$ cat config.mk
export PLATFORM = sky130hd
export DESIGN_NAME = dir_link_rx
export DESIGN_NICKNAME = d
export VERILOG_FILES = /design/src/rtl/dir_link_rx.sv
export SDC_FILE = /design/constraint.sdc
export NUM_CORES = 1
export LEC_CHECK = 0
export ABC_AREA = 1
export BUFFER_PORTS_ARGS = -buffer_cell sky130_fd_sc_hd__clkbuf_2
export CORE_MARGIN = 3
export CORE_UTILIZATION = 30
export CTS_CLUSTER_SIZE = 8
export DETAILED_ROUTE_END_ITERATION = 12
export PLACE_DENSITY_LB_ADDON = 0.25
export SLEW_MARGIN = 15
export SYNTH_ARGS = -nofsm -noshare
export SYNTH_HDL_FRONTEND = slang
export SYNTH_SLANG_ARGS = --single-unit
$ cat constraint.sdc
create_clock -name clk -period 1.5 [get_ports clk]
set_input_delay 0.075 -clock clk [delete_from_list [all_inputs] [get_ports clk]]
set_output_delay 0.075 -clock clk [all_outputs]
set_load 0.01 [all_outputs]
$ cat src/rtl/dir_link_rx.sv
// Direction-link UART receiver: 8N1 frames {sync 4'hA, parity, code} decoded into snake_pkg::direction.
// Optional odd-parity check on bits[3:0] is enabled by defining DIR_LINK_RX_PARITY_EN.
package snake_pkg;
  typedef enum logic [2:0] {NONE, UP, DOWN, RIGHT, LEFT} direction;
endpackage

module dir_link_rx #(
  parameter int CLK_HZ = 65_000_000,
  parameter int BAUD   = 115_200,
  parameter int OSR    = 16
) (
  input  logic                clk,
  input  logic                rst,
  input  logic                rx,
  output snake_pkg::direction dir,
  output logic                rcvdir,
  output logic                frame_err,
  output logic [7:0]          err_cnt,
  output logic [1:0]          dbg_state
);
  import snake_pkg::*;

  localparam int DIV_RAW = CLK_HZ / (BAUD * OSR);
  localparam int DIV     = (DIV_RAW < 1) ? 1 : DIV_RAW;
  localparam int PW      = (DIV > 1) ? $clog2(DIV) : 1;
  localparam int TW      = (OSR > 1) ? $clog2(OSR) : 1;
  localparam logic [PW-1:0] P_LAST = PW'(DIV - 1);
  localparam logic [TW-1:0] T_HALF = TW'(OSR / 2 - 1);
  localparam logic [TW-1:0] T_LAST = TW'(OSR - 1);

  // dbg_state encoding: 0 IDLE, 1 START, 2 DATA, 3 STOP
  typedef enum logic [1:0] {S_IDLE, S_START, S_DATA, S_STOP} state_t;

  state_t          r_state, w_state_nxt;
  logic            r_sync1, r_rxs, r_prev;
  logic [PW-1:0]   r_presc;
  logic [TW-1:0]   r_tcnt;
  logic [2:0]      r_bitcnt;
  logic [7:0]      r_shift;
  logic            r_chk, r_stop;
  direction        r_dir, w_map;
  logic            r_rcvdir, r_frame_err;
  logic [7:0]      r_err_cnt;

  logic w_tick, w_fall, w_restart, w_tcnt_clr, w_shift, w_stop_smp, w_valid;

  assign w_tick = (r_presc == P_LAST);
  // A break leaves r_prev low, so only a fresh high-to-low transition re-arms IDLE.
  assign w_fall = r_prev & ~r_rxs;

  always_comb begin
    w_state_nxt = r_state;
    w_restart   = 1'b0;
    w_tcnt_clr  = 1'b0;
    w_shift     = 1'b0;
    w_stop_smp  = 1'b0;
    case (r_state)
      S_IDLE: begin
        if (w_fall) begin
          w_state_nxt = S_START;
          w_restart   = 1'b1;
        end
      end
      S_START: begin
        if (w_tick && r_tcnt == T_HALF) begin
          if (r_rxs) begin
            w_state_nxt = S_IDLE;
          end else begin
            w_state_nxt = S_DATA;
            w_tcnt_clr  = 1'b1;
          end
        end
      end
      S_DATA: begin
        if (w_tick && r_tcnt == T_LAST) begin
          w_shift    = 1'b1;
          w_tcnt_clr = 1'b1;
          if (r_bitcnt == 3'd7) w_state_nxt = S_STOP;
        end
      end
      S_STOP: begin
        if (w_tick && r_tcnt == T_LAST) begin
          w_stop_smp  = 1'b1;
          w_state_nxt = S_IDLE;
        end
      end
      default: w_state_nxt = S_IDLE;
    endcase
  end

  always_comb begin
    w_map = NONE;
    case (r_shift[2:0])
      3'd1:    w_map = UP;
      3'd2:    w_map = DOWN;
      3'd3:    w_map = RIGHT;
      3'd4:    w_map = LEFT;
      default: w_map = NONE;
    endcase
  end

`ifdef DIR_LINK_RX_PARITY_EN
  assign w_valid = r_stop && (r_shift[7:4] == 4'hA) && (r_shift[2:0] <= 3'd4) && (^r_shift[3:0]);
`else
  assign w_valid = r_stop && (r_shift[7:4] == 4'hA) && (r_shift[2:0] <= 3'd4);
`endif

  always_ff @(posedge clk) begin
    if (rst) begin
      r_state     <= S_IDLE;
      r_sync1     <= 1'b1;
      r_rxs       <= 1'b1;
      r_prev      <= 1'b1;
      r_presc     <= '0;
      r_tcnt      <= '0;
      r_bitcnt    <= '0;
      r_shift     <= '0;
      r_chk       <= 1'b0;
      r_stop      <= 1'b0;
      r_dir       <= NONE;
      r_rcvdir    <= 1'b0;
      r_frame_err <= 1'b0;
      r_err_cnt   <= '0;
    end else begin
      r_state <= w_state_nxt;
      r_sync1 <= rx;
      r_rxs   <= r_sync1;
      r_prev  <= r_rxs;

      if (w_restart || w_tick) r_presc <= '0;
      else                     r_presc <= r_presc + 1'b1;

      if (w_restart || w_tcnt_clr) r_tcnt <= '0;
      else if (w_tick)             r_tcnt <= r_tcnt + 1'b1;

      if (w_restart)    r_bitcnt <= '0;
      else if (w_shift) r_bitcnt <= r_bitcnt + 1'b1;

      if (w_shift) r_shift <= {r_rxs, r_shift[7:1]};

      // Validation runs one cycle after the stop sample so the pulse lands on the following edge.
      r_chk <= w_stop_smp;
      if (w_stop_smp) r_stop <= r_rxs;

      r_rcvdir    <= 1'b0;
      r_frame_err <= 1'b0;
      if (r_chk) begin
        if (w_valid) begin
          r_dir    <= w_map;
          r_rcvdir <= 1'b1;
        end else begin
          r_frame_err <= 1'b1;
          if (r_err_cnt != 8'hFF) r_err_cnt <= r_err_cnt + 1'b1;
        end
      end
    end
  end

  assign dir       = r_dir;
  assign rcvdir    = r_rcvdir;
  assign frame_err = r_frame_err;
  assign err_cnt   = r_err_cnt;
  assign dbg_state = r_state;
endmodule

==> results.md <==
* Headroom to the max-slew limit at 79.7%
* Count of cells along the worst hold path at 3
* Arrival @ worst endpoint at 1.67 ns
* Max_cap viols at 0
* Worst slack at placement at 0.0482 ns
* Setup crit start: err_cnt[1]
* Root buffer selected by CTS: clkbuf_8
* Multi-input gate area in the final layout at 0.00104 mm2
* Fmax at 673 MHz
* Count of boundary I/O pins at 18
* RSZ-0062 raised after global routing: true
* Length in cells of the worst reg-to-reg path at 9
* Required time at the endpoint of the critical path at 1.69 ns
* Leakage Power at 0.00101 uW
* Sequential cell area at 831 um2
* Number of antenna violations at the first check in global routing at 0
* Vias in the first global route at 1543
* Slew Viols, Final at 0
* Residual overflow from global routing at 0
* Ant diodes at 0
* H-tree depth reported by CTS at 2
* Synth Net Count at 251
* CTS clock-pin slew for the worst setup and hold paths at 0.08 ns
* Area Growth Syn to Fin at 29.8%
* Worst Hold End: err_cnt[1]
* Die extent in y at 85.9 um
* Number of enable-type register cells in the synthesized netlist at 0
* Starting density of the core at 31.6%
* GRT Resource Usage Total at 10.9%
* Reg2Reg Setup Slack at 0.02 ns
* Number of warnings issued by yosys at 0
* Clock network latency to the later pin of the worst-skew pair at 0.29 ns
* Avg Synthesized Cell Area at 8.09 um2
* Shortest clock period the worst path allows after layout at 1.48 ns
* Final core occ at 41.1%
* Number of DRC violations after detailed-routing iteration 0 at 40
* Critical setup path kind: reg2reg
* DR DRC count at 0
* Beginning of the worst hold path: rst
* Floorplan core area at 0.00606 mm2
* Longest Clk Path Bufs at 2
* Clock share of power at 36.7%
* Fraction of power spent switching nets at 24.8%
* DR WL/cell at 10.8 um
* Final hold violation count at 0
* Pin count of the biggest net entering global routing at 17
* Layout filler cell count at 625
* Weighted congestion reported at the end of routability-driven placement at 0.777
* Worst min path class: in2reg
* PortBufs at 17
* Most used flip-flop cell after synthesis: dfxtp_1
* Async set-reset flop share out of synthesis at 0%
* Total CTS buffers at 5
* Post-DP HPWL at 2700 um
* Clock sink count at 41
* Clock Skews at 0.00660 ns
* Horizontal die dimension at 85.9 um
* Sequential fraction of the synthesis area at 42.8%
* Type of element launching the critical path: flip-flop
* Number of storage elements in the synthesis netlist at 41
* TritonCTS clock tree: yes
* Fraction of layout cells with a size suffix above 1 at 35.9%
* Post-Route WL at 3890 um
* Wire length of the first global-routing pass at 6620 um
* Capture instance of the worst register-to-register path: err_cnt[4]
* Total via count after detailed routing at 1619
* Final setup violating endpoints at 0
* Number of antenna-violating nets in the routed design at 0
* Total iterations of the first detailed-routing run at 4
* Full die area at 0.00738 mm2
* Actual slew at the worst max-slew pin at 0.305 ns
* Cell count after synthesis at 237
* DR vias/cell at 4.51
* Sequential fraction of design power at 49.5%
* Cell-internal power at 1740 uW
* Period utilisation layout at 99.0%
* Final critical-path setup slack at 0.0150 ns
* Count of standard-cell rows at 28
* Power per cell area at 927 mW/mm2
* Category of the worst setup path capture point: flip-flop
* Number of different library cells in the post-synthesis netlist at 31
* Source of the worst register-to-register timing path: err_cnt[1]
* Count of nets after finishing at 298
* Result of the run: complete, no violations
* Switching power of the nets at 573 uW
* Synth Cell Area at 0.00192 mm2
* Largest fanout on the critical path at 6
* Combinational Power Share at 13.8%
* Maximum resistive drop on vdd at 0.522 mV
==> power by group through the flow <==
stage | Combinational [uW] | Clock [uW] | Sequential (uW)
floorplan | 170 | 0 | 1170
global placement | 290 | 0 | 1160
detailed placement | 290 | 0 | 1160
CTS | 292 | 880 | 1140
global route | 367 | 917 | 1150
finish | 317 | 847 | 1140
==> routing by layer <==
metal	track usage (%)	share of wire (%)
met1	14.2	50
met5	0	0
met4	4.17	0.93
met2	17.2	47
met3	2.79	3.0
==> timing repair <==
item,in CTS,in global routing
hold buffers,1,0
endpoints found under the hold margin,1,0
gates resized for setup,0,36
buffers inserted,0,5
setup endpoints to repair,0,16
==> worst max-delay path by stage <==
stage | end | slack (ns) | cells past startpoint
final | err_cnt[4] | 0.02 | 9
after global routing | err_cnt[4] | -0.11 | 9
after CTS | r_tcnt[1] | 0.04 | 11
after detailed placement | r_tcnt[3] | 0.05 | 11
after global placement | r_tcnt[3] | 0.07 | 10
after floorplan | err_cnt[6] | 0.05 | 10
==> flip-flops by register name, indices dropped and copies added (netlist names), 3 cells and up, named ones only <==
| signal | cells |
|---|---|
| err_cnt | 8 |
| r_bitcnt | 3 |
| r_presc | 6 |
| r_tcnt | 4 |
| r_shift | 8 |
| dir | 3 |
==> cells by family (layout without fill, tap and decap cells) <==
kind of cell	Yosys count	in the layout	share of synthesized area, %
AO/OA/AOI/OAI	34	34	10.4
adder cells (fa/ha/maj)	11	11	7.18
buffers and inverters	34	81	7.90
XOR/XNOR	10	10	4.57
flip-flops	41	41	42.8
AND/OR/NAND/NOR	107	107	27.1
==> layout by cell type, fill, tap and decap left out, types with 3 or more instances in the layout <==
master / n
a21oi_1: 15
a21oi_2: 6
buf_4: 28
clkbuf_2: 17
clkbuf_8: 5
dfxtp_1: 33
dfxtp_2: 8
ha_1: 8
ha_4: 3
inv_1: 20
inv_2: 6
nand2_1: 31
nand2_2: 11
nand3_1: 21
nand4_1: 8
nor2_1: 21
o21ai_0: 7
xnor2_1: 5
xor2_1: 5
==> synthesized netlist by cell type, drive strengths merged (2+ instances only) <==
| cell type | instances | share of area (%) |
|---|---|---|
| nor2 | 25 | 5.4 |
| a21oi | 21 | 6.7 |
| o21ai | 10 | 2.6 |
| or2 | 2 | 0.65 |
| xor2 | 5 | 2.3 |
| ha | 11 | 7.2 |
| nor3 | 4 | 1.3 |
| buf | 6 | 2.3 |
| nand4 | 8 | 2.6 |
| nand2 | 44 | 9.7 |
| dfxtp | 41 | 43 |
| nand3 | 22 | 6.0 |
| o31ai | 2 | 0.78 |
| xnor2 | 5 | 2.3 |
| inv | 28 | 5.6 |
==> layout make-up <==
cell class | count | area share, %
multi-input cells | 162 | 41.9
flip-flops and latches | 41 | 33.4
repair buffers | 46 | 12.3
inverters | 28 | 4.47
well taps | 75 | 3.77
clock buffers | 5 | 2.77
clock inverters | 2 | 1.41
==> through the flow <==
step	instance area, um2	std cells	hold slack [ns]	total power, uW	setup TNS (ns)
2_1_floorplan	1920	237	0.144	1340	0
3_3_place_gp	2220	346	0.258	1450	0
3_5_place_dp	2220	346	0.263	1450	0
4_1_cts	2340	354	0.167	2310	0
5_1_grt	2490	359	0.182	2430	-0.736
6_report	2490	359	0.167	2310	0
==> critical path, cell delays in order, from the launching register on <==
cell        delay (ns)
dfxtp_2           0.37
ha_4              0.15
inv_2             0.04
nor2_2            0.07
nand3_1           0.09
nor2_1            0.12
nand3b_4          0.18
clkinvlp_4        0.20
nand2_2           0.12
a21oi_2           0.05
Note: power is estimated with default switching activity, not from simulation.
